--- config.mk ---
export PLATFORM = sky130hd
export DESIGN_NAME = reg_write_sched
export DESIGN_NICKNAME = d
export VERILOG_FILES = /design/src/rtl/reg_write_pkg.sv /design/src/rtl/reg_write_decode.sv /design/src/rtl/reg_write_sched.sv
export SDC_FILE = /design/constraint.sdc
export NUM_CORES = 1
export LEC_CHECK = 0
export BUFFER_PORTS_ARGS = -buffer_cell sky130_fd_sc_hd__buf_2
export CORE_UTILIZATION = 30
export CTS_CLUSTER_DIAMETER = 200
export DETAILED_ROUTE_END_ITERATION = 10
export GPL_TIMING_DRIVEN = 0
export SLEW_MARGIN = 0
export SYNTH_ARGS = -nofsm -noshare
export SYNTH_HDL_FRONTEND = slang
export SYNTH_SLANG_ARGS = --single-unit
export TNS_END_PERCENT = 1
--- constraint.sdc ---
create_clock -name clk -period 2.2 [get_ports clk]
set_input_delay 0.11 -clock clk [delete_from_list [all_inputs] [get_ports clk]]
set_output_delay 0.11 -clock clk [all_outputs]
set_load 0.05 [all_outputs]
--- src/rtl/reg_write_pkg.sv ---
`default_nettype none
// ============================================================================
//  Module      : reg_write_pkg
//  Description : Shared opcode, select-code, state and decode definitions
//                for the register-write scheduler and the control unit.
//  Revision    : 1.0 - initial release
// ============================================================================
package reg_write_pkg;

  // Request opcodes
  localparam logic [2:0] OP_NOP       = 3'd0;
  localparam logic [2:0] OP_WR_RT_ALU = 3'd1;
  localparam logic [2:0] OP_WR_RT_MEM = 3'd2;
  localparam logic [2:0] OP_WR_RD_ALU = 3'd3;
  localparam logic [2:0] OP_LINK_RA   = 3'd4;
  localparam logic [2:0] OP_LINK_RD   = 3'd5;
  localparam logic [2:0] OP_PUSH      = 3'd6;
  localparam logic [2:0] OP_POP       = 3'd7;

  // Destination register select
  localparam logic [1:0] DST_RT = 2'b00;
  localparam logic [1:0] DST_SP = 2'b01;  // reg 29
  localparam logic [1:0] DST_RA = 2'b10;  // reg 31
  localparam logic [1:0] DST_RD = 2'b11;

  // Write-data source select
  localparam logic [1:0] SRC_ALU    = 2'b00;
  localparam logic [1:0] SRC_MEM    = 2'b01;
  localparam logic [1:0] SRC_PC     = 2'b10;
  localparam logic [1:0] SRC_SP_ADJ = 2'b11;

  // Width of the memory-wait timeout counter
  localparam int CNT_W = 8;

  typedef enum logic [2:0] {
    ST_IDLE     = 3'd0,
    ST_WAIT_MEM = 3'd1,
    ST_WRITE    = 3'd2,
    ST_WRITE_SP = 3'd3,
    ST_FIN      = 3'd4
  } state_t;

  // Per-opcode attributes used by the scheduler
  typedef struct packed {
    logic [1:0] dst;        // destination used in the WRITE state
    logic [1:0] src;        // data source used in the WRITE state
    logic       needs_mem;  // wait for memory data before writing
    logic       two_write;  // POP: WRITE followed by a WRITE_SP
    logic       sp_only;    // PUSH: single WRITE_SP, no WRITE
    logic       nop;        // no register write at all
  } decode_t;

endpackage : reg_write_pkg
`default_nettype wire

--- src/rtl/reg_write_decode.sv ---
`default_nettype none
// ============================================================================
//  Module      : reg_write_decode
//  Description : Combinational opcode table: op -> destination, source and
//                sequencing attributes.
//  Ports       : op  - request opcode
//                dec - decoded attributes (decode_t)
//  Revision    : 1.0 - initial release
// ============================================================================
module reg_write_decode
  import reg_write_pkg::*;
(
  input  logic [2:0] op,
  output decode_t    dec
);

  always_comb begin
    dec = '0;
    unique case (op)
      OP_NOP:       dec.nop = 1'b1;
      OP_WR_RT_ALU: begin dec.dst = DST_RT; dec.src = SRC_ALU; end
      OP_WR_RT_MEM: begin dec.dst = DST_RT; dec.src = SRC_MEM; dec.needs_mem = 1'b1; end
      OP_WR_RD_ALU: begin dec.dst = DST_RD; dec.src = SRC_ALU; end
      OP_LINK_RA:   begin dec.dst = DST_RA; dec.src = SRC_PC;  end
      OP_LINK_RD:   begin dec.dst = DST_RD; dec.src = SRC_PC;  end
      OP_PUSH:      begin dec.dst = DST_SP; dec.src = SRC_SP_ADJ; dec.sp_only = 1'b1; end
      OP_POP: begin
        dec.dst       = DST_RT;
        dec.src       = SRC_MEM;
        dec.needs_mem = 1'b1;
        dec.two_write = 1'b1;
      end
      default:      dec = '0;
    endcase
  end

endmodule : reg_write_decode
`default_nettype wire

--- src/rtl/reg_write_sched.sv ---
`default_nettype none
// ============================================================================
//  Module      : reg_write_sched
//  Description : Sequences register-file writes for a request opcode,
//                optionally waiting for memory data (with timeout) and
//                issuing a second SP-adjust write for POP.
//  Ports       : clk, reset             - clock, sync active-high reset
//                req_valid/req_op       - request handshake and opcode
//                req_ready              - high while idle
//                mem_ready              - memory read data valid
//                stall                  - datapath cannot take a write
//                reg_dst_sel/wdata_sel  - destination / data selects
//                sp_inc                 - SP adjust direction (1:+4, 0:-4)
//                reg_write              - register-file write enable
//                done / err             - completion / timeout pulses
//  Revision    : 1.0 - initial release
// ============================================================================
module reg_write_sched
  import reg_write_pkg::*;
#(
  parameter int MEM_TIMEOUT = 16
) (
  input  logic       clk,
  input  logic       reset,
  input  logic       req_valid,
  input  logic [2:0] req_op,
  output logic       req_ready,
  input  logic       mem_ready,
  input  logic       stall,
  output logic [1:0] reg_dst_sel,
  output logic [1:0] wdata_sel,
  output logic       sp_inc,
  output logic       reg_write,
  output logic       done,
  output logic       err
);

  // Counter value seen in the last permitted wait cycle
  localparam logic [CNT_W-1:0] CNT_LAST = CNT_W'(MEM_TIMEOUT - 1);

  state_t           state_q, state_d;
  logic [2:0]       op_q,    op_d;
  logic [CNT_W-1:0] cnt_q,   cnt_d;
  logic             err_q,   err_d;

  logic [2:0]       op_sel;
  decode_t          dec;

  // While idle the incoming opcode steers the first transition; afterwards
  // the latched opcode drives the write selects.
  assign op_sel = (state_q == ST_IDLE) ? req_op : op_q;

  reg_write_decode u_decode (
    .op  (op_sel),
    .dec (dec)
  );

  always_comb begin
    state_d     = state_q;
    op_d        = op_q;
    cnt_d       = cnt_q;
    err_d       = 1'b0;
    req_ready   = 1'b0;
    reg_write   = 1'b0;
    reg_dst_sel = DST_RT;
    wdata_sel   = SRC_ALU;
    sp_inc      = 1'b0;
    done        = 1'b0;

    unique case (state_q)
      ST_IDLE: begin
        req_ready = 1'b1;
        cnt_d     = '0;
        if (req_valid) begin
          op_d = req_op;
          if (dec.nop)            state_d = ST_FIN;
          else if (dec.needs_mem) state_d = ST_WAIT_MEM;
          else if (dec.sp_only)   state_d = ST_WRITE_SP;
          else                    state_d = ST_WRITE;
        end
      end

      ST_WAIT_MEM: begin
        if (mem_ready) begin
          state_d = ST_WRITE;
          cnt_d   = '0;
        end else if (cnt_q == CNT_LAST) begin
          // Abort: err is registered so it pulses in the first idle cycle
          state_d = ST_IDLE;
          cnt_d   = '0;
          err_d   = 1'b1;
        end else begin
          cnt_d = cnt_q + 1'b1;
        end
      end

      ST_WRITE: begin
        reg_write   = ~stall;
        reg_dst_sel = dec.dst;
        wdata_sel   = dec.src;
        if (!stall) begin
          if (dec.two_write) begin
            state_d = ST_WRITE_SP;
          end else begin
            done    = 1'b1;
            state_d = ST_IDLE;
          end
        end
      end

      ST_WRITE_SP: begin
        reg_write   = ~stall;
        reg_dst_sel = DST_SP;
        wdata_sel   = SRC_SP_ADJ;
        sp_inc      = dec.two_write;  // POP increments, PUSH decrements
        if (!stall) begin
          done    = 1'b1;
          state_d = ST_IDLE;
        end
      end

      ST_FIN: begin
        done    = 1'b1;
        state_d = ST_IDLE;
      end

      default: state_d = ST_IDLE;
    endcase
  end

  always_ff @(posedge clk) begin
    if (reset) begin
      state_q <= ST_IDLE;
      op_q    <= OP_NOP;
      cnt_q   <= '0;
      err_q   <= 1'b0;
    end else begin
      state_q <= state_d;
      op_q    <= op_d;
      cnt_q   <= cnt_d;
      err_q   <= err_d;
    end
  end

  assign err = err_q;

endmodule : reg_write_sched
`default_nettype wire

---- After elaboration in Yosys (flattened, before gate mapping) ----
Index checks and enable logic that the tools add are counted.
storage, ports and cells
  input port bits ......................... 8
  word-level logic and storage cells ...... 59
  output and inout port bits .............. 9
  register bits ........................... 15
operators by class
  add/subtract/negate cells ............... 1
  reductions and logical operators ........ 8
  bitwise operators ....................... 2
  multiplexer cells ....................... 29
  equality and inequality tests ........... 15
operator list
  cell                                                                    number
  3-bit two-way mux                                                       7
  4-bit case mux with 5 select lines                                      1
  8-bit two-way mux                                                       2
  8-bit case mux with 2 select lines                                      1
  3-bit equality test (second input constant)                             5
  3-bit by 2-bit equality test with 1-bit output (second input constant)  4
  1-bit two-way mux                                                       12
  3-bit case mux with 4 select lines                                      1
  8-bit by 1-bit adder with 8-bit output (second input constant)          1
  8-bit by 4-bit equality test with 1-bit output (second input constant)  1
  2-bit case mux with 2 select lines                                      2
  3-bit logical NOT                                                       2
  2-bit != test (second input constant)                                   3
  2-bit two-way mux                                                       2
  4-bit AND reduction                                                     1
  2-bit OR reduction                                                      2
  3-bit by 1-bit equality test with 1-bit output (second input constant)  1
  3-bit != test (second input constant)                                   1
  1-bit case mux with 3 select lines                                      1
  3-bit OR reduction                                                      1
  1-bit NOT                                                               2
  2-bit AND reduction                                                     1
  2-bit nonzero test                                                      1

---- Longest topological paths before layout ----
  depth in word-level cells ............... 9
  depth in mapped cells ................... 5
  mapped depth without buffers ............ 5

---- Modules after synthesis ----
A second synthesis with hierarchy kept.
second synthesis, totals
  cell total of the unflattened synthesis .. 119
  area total of the unflattened synthesis .. 969.7 µm²
modules (own cells, without submodules)
  module            times used  cells an instance  sequential area each (µm²)  area each (µm²)
  reg_write_sched   1           104                300.3                       882.1
  reg_write_decode  1           15                 0.0                         87.6

---- Worst setup path before layout ----
OpenSTA, ideal clock, no wires.
  kind .................................... reg-to-output
  start ................................... register op_q[1]
  end ..................................... output reg_dst_sel[1]
  arrival time ............................ 2.086 ns
  path slack .............................. 0.004 ns
  buffers on the path ..................... 0
  data required time ...................... 2.090 ns
  cell stages (with the launch flop) ...... 5
  path through ............................ dfxtp_1 nand2_1 nor2_1 a21oi_1 nor4_1
between the ends
  longest elaborated chain between the ends .. 5
  elaborated cells between the ends (all ways) .. 10
  those cells by class .................... eq/ne: 6; mux: 3; reduce/logical: 1
RTL lines
  what                                                                                   RTL line                RTL
  from (decl)                                                                            reg_write_sched.sv:42   logic [2:0] op_q, op_d;
  from (signal assigned)                                                                 reg_write_sched.sv:139  op_q <= op_d;
  3-bit two-way mux *                                                                    reg_write_sched.sv:51   assign op_sel = (state_q == ST_IDLE) ? req_op : op_q;
  3-bit by 2-bit equality test with 1-bit output or 3-bit equality test (tied branches)  reg_write_decode.sv:19  unique case (op)
  2-bit OR reduction (no source line)                                                    --
  4-bit case mux with 5 select lines *                                                   reg_write_decode.sv:19
  2-bit case mux with 2 select lines *                                                   reg_write_sched.sv:70   unique case (state_q)
  to (decl)                                                                              reg_write_sched.sv:30   output logic [1:0] reg_dst_sel,
Mark *: on every way between the ends. The rest lies on a longest branch, timed or not.

---- Final worst setup path ----
  start ................................... register state_q[0]
  end ..................................... output done
between the ends
  longest elaborated chain between the ends .. 7
  elaborated cells between the ends (all ways) .. 10
  those cells by class .................... eq/ne: 4; mux: 5; reduce/logical: 1
RTL lines
  what                                  RTL line                RTL
  from (decl)                           reg_write_sched.sv:41   state_t state_q, state_d;
  from (signal assigned)                reg_write_sched.sv:138  state_q <= state_d;
  3-bit logical NOT                     reg_write_sched.sv:51
  3-bit two-way mux                     reg_write_sched.sv:51
  3-bit equality test                   reg_write_decode.sv:19
  1-bit two-way mux                     reg_write_decode.sv:19
  1-bit two-way mux                     reg_write_sched.sv:102  if (dec.two_write) begin
  1-bit two-way mux                     reg_write_sched.sv:101  if (!stall) begin
  1-bit case mux with 3 select lines *  reg_write_sched.sv:70
  to (decl)                             reg_write_sched.sv:34   output logic done,
Marked as above.

==> summary.md <==
| Metric | Value |
|---|---|
| Setup bufs post-CTS | `0` |
| DIE AREA | `3080 µm²` |
| Routability Congestion | `between 0.8 and 0.9` |
| Clk slew on worst S/H paths | `approximately 0.10 ns` |
| Die Y | `about 55 µm` |
| Worst Path Arrival | `1.70 ns` |
| Ys Warns | `0` |
| Sequential fraction of the synthesis area | `0.350` |
| CP cell instances | `clkbuf_1, nor2_1, o31ai_1, buf_2` |
| RSZ-0062 raised after global routing | `no` |
| Share of cells above drive strength 1 | `0.214` |
| Tot Pwr | `572 µW` |
| Worst skew pair latency | `0.29 ns` |
| Core region area | `2730 µm²` |
| Setup Skew | `0.00801 ns` |
| Chip width | `55.5 µm` |
| Overflow after GRT | `0` |
| Status | `completed` |
| CP Launch Type | `flip-flop` |
| Peak VDD IR | `between 0.4 and 0.5 mV` |
| H-tree levels | `1` |
| DRT Wirelength | `roughly 1.8 mm` |
| Total power divided by cell area | `569 nW/µm²` |
| Post-synth cell types | `34` |
| Clock root cell | `clkbuf_4` |
| WHS Path Cells | `2` |
| WL/cell | `around 12 µm` |
| Vias in the first global route | `740` |
| N_diodes | `0` |
| Startpoint of the worst hold path | `req_op[1]` |
| Most frequent cells in the layout | `16 x nor2_1, 16 x buf_2, 15 x dfxtp_1, 13 x nand2_1, 9 x a21oi_1` |
| Max_cap viols | `0` |
| Initial core utilization | `0.314` |
| Synthesized area | `858 µm²` |
| Row count | `19` |
| Critical path's slowest cell | `dfxtp_1` |
| RR Endpoint | `cnt_q[6]` |
| I/O pin count | `17` |
| Post-route ant nets | `0` |
| Clk buf depth | `2` |
| Post-CTS Hold Buffers | `0` |
| # DRC | `0` |
| Switching Share | `0.322` |
| Syn avg cell area | `between 8 and 9 µm²` |
| Iter 0 DRT Violations | `15` |
| Switching pwr | `between 150 and 200 µW` |
| Non-filler instance count after layout | `157` |
| CTS tree | `built` |
| Pin count of the biggest net entering global routing | `11` |
| Vias | `815` |
| Slew Viols, Final | `0` |
| Post-layout minimum cycle time | `1.81 ns` |
| Fmax | `551 MHz` |
| DR pass1 iterations | `4` |
| Final hold violation count | `0` |
| Clock Power Share | `0.281` |
| Worst r2r src | `cnt_q[0]` |
| Setup-failing EPs final | `0` |
| Synth Instances | `106` |
| Gr usage total | `0.124` |
| Final period util | `0.825` |
| #FFs+latches synth | `15` |
| Area delta synth->final | `17.1%` |
| Placed cell count | `153` |
| Quantity of gates resized following cts | `0` |
| Rel. slew slack | `0.621` |
| CTS buffer count | `3` |
| Worst Hold End | `state_q[2]` |
| Leak pwr | `0.390 nW` |
| Critical path type | `flip-flop to primary output` |
| First-pass GRT wire length | `approximately 3.1 mm` |
| Internal power component | `387 µW` |
| Synthesized Nets | `about 120` |
| CP endpoint kind | `primary output` |
| Dpl hpwl | `~1.3 mm` |
| Seq pwr share | `0.506` |
| Critical Path RT | `between 2 and 2.5 ns` |
| Antenna violations before repair | `0` |
| Worst-Margin Slew | `0.566 ns` |
| Combinational power share | `0.213` |
| Reg-to-reg setup timing slack | `0.63 ns` |
| Post-layout nets | `~140` |
| HP Class | `primary input to flip-flop` |
| PortBufs | `16` |
| Largest stage delay on the critical path | `0.45 ns` |
| R2R cell count | `5` |
| CP max FO | `10` |
| Sink Count | `15` |
| Setup TNS | `0 ns` |
| Vias per cell | `5.19` |
==> synthesized netlist by cell type <==
master | n | share of area
nor4_1 | 1 | 0.0073
a21oi_1 | 9 | 0.052
o41ai_2 | 1 | 0.019
nor4b_4 | 1 | 0.028
dfxtp_1 | 15 | 0.35
nand3_1 | 5 | 0.029
a211oi_1 | 1 | 0.0087
xor2_1 | 6 | 0.061
a21o_1 | 1 | 0.0087
or4_1 | 1 | 0.0087
nor2_1 | 16 | 0.070
a41o_1 | 1 | 0.012
o22ai_1 | 1 | 0.0073
or4b_1 | 1 | 0.012
nand3b_1 | 1 | 0.0087
xnor2_1 | 1 | 0.010
nor3_2 | 1 | 0.012
nand4_1 | 4 | 0.029
nor2b_1 | 2 | 0.015
ha_1 | 1 | 0.015
a2111oi_2 | 1 | 0.017
nand2_1 | 13 | 0.057
buf_6 | 1 | 0.013
o21ai_0 | 1 | 0.0058
o21ai_1 | 2 | 0.012
nor4b_2 | 1 | 0.017
nand4b_1 | 1 | 0.010
o31ai_1 | 2 | 0.017
nor3_1 | 3 | 0.017
and3_1 | 3 | 0.022
clkbuf_1 | 2 | 0.0087
inv_1 | 2 | 0.0087
buf_4 | 1 | 0.0087
nand2b_1 | 3 | 0.022
==> area by class of cell <==
cell class,instances,area [µm²]
well taps,31,38.8
fillers,294,1730
flip-flops and latches,15,300
clock buffers,3,22.5
multi-input cells,85,524
clock inverters,1,5.00
inverters,2,7.51
plain buffers,4,26.3
repair buffers,16,80.1
==> cell families after synthesis <==
logic type / share of synthesized area
AOI/OAI and AO/OA: 0.160
xor gates and xnor gates: 0.0714
adders and majority gates: 0.0146
buffers and inverters: 0.0394
DFF: 0.350
and+or+nand+nor: 0.364
==> flip-flops by register name, summed over array words and instances (netlist names) <==
signal / count
err: 1
op_q: 3
cnt_q: 8
state_q: 3
==> per-stage QoR <==
stage                     area (µm²)  hold WS [ns]  worst slack (ns)  utilization
after global placement           977         0.335             0.653        0.357
final                           1000        0.0401             0.385        0.368
after floorplan                  858         0.181           0.00420            -
after global routing            1000        0.0253             0.174        0.368
after CTS                       1000        0.0231             0.367        0.368
after detailed placement         977         0.335             0.638        0.357
==> power groups by stage <==
| stage | combinational [mW] | sequential (mW) | clock, mW |
|---|---|---|---|
| global route | 0.133 | 0.291 | 0.176 |
| finish | 0.122 | 0.289 | 0.161 |
| floorplan | 0.0920 | 0.294 | 0 |
| detailed placement | 0.121 | 0.296 | 0 |
| CTS | 0.122 | 0.289 | 0.170 |
| global placement | 0.119 | 0.295 | 0 |
==> metal layers <==
| metal | track usage | routed length [µm] | vias up |
|---|---|---|---|
| met2 | 0.208 | 885 | 15 |
| li1 | - | - | 419 |
| met1 | 0.152 | 883 | 381 |
| met5 | 0 | 0 | - |
| met3 | 0.0562 | 72 | 0 |
| met4 | 0.0107 | 0 | 0 |
==> critical path: cells and delay by family (launching register included) <==
family,cells,cell delay [ns]
buffers and inverters,2,0.65
AND/OR/NAND/NOR,1,0.12
AO/OA/AOI/OAI,1,0.18
flip-flops,1,0.45
==> worst max path at each step <==
stage	from	end	slack [ns]
after floorplan	op_q[1]	reg_dst_sel[1]	0.004
after global placement	cnt_q[0]	cnt_q[7]	0.65
after detailed placement	cnt_q[0]	cnt_q[4]	0.64
after CTS	state_q[0]	done	0.37
after global routing	state_q[0]	done	0.17
final	state_q[0]	done	0.39
Note: power is estimated with default switching activity, not from simulation.
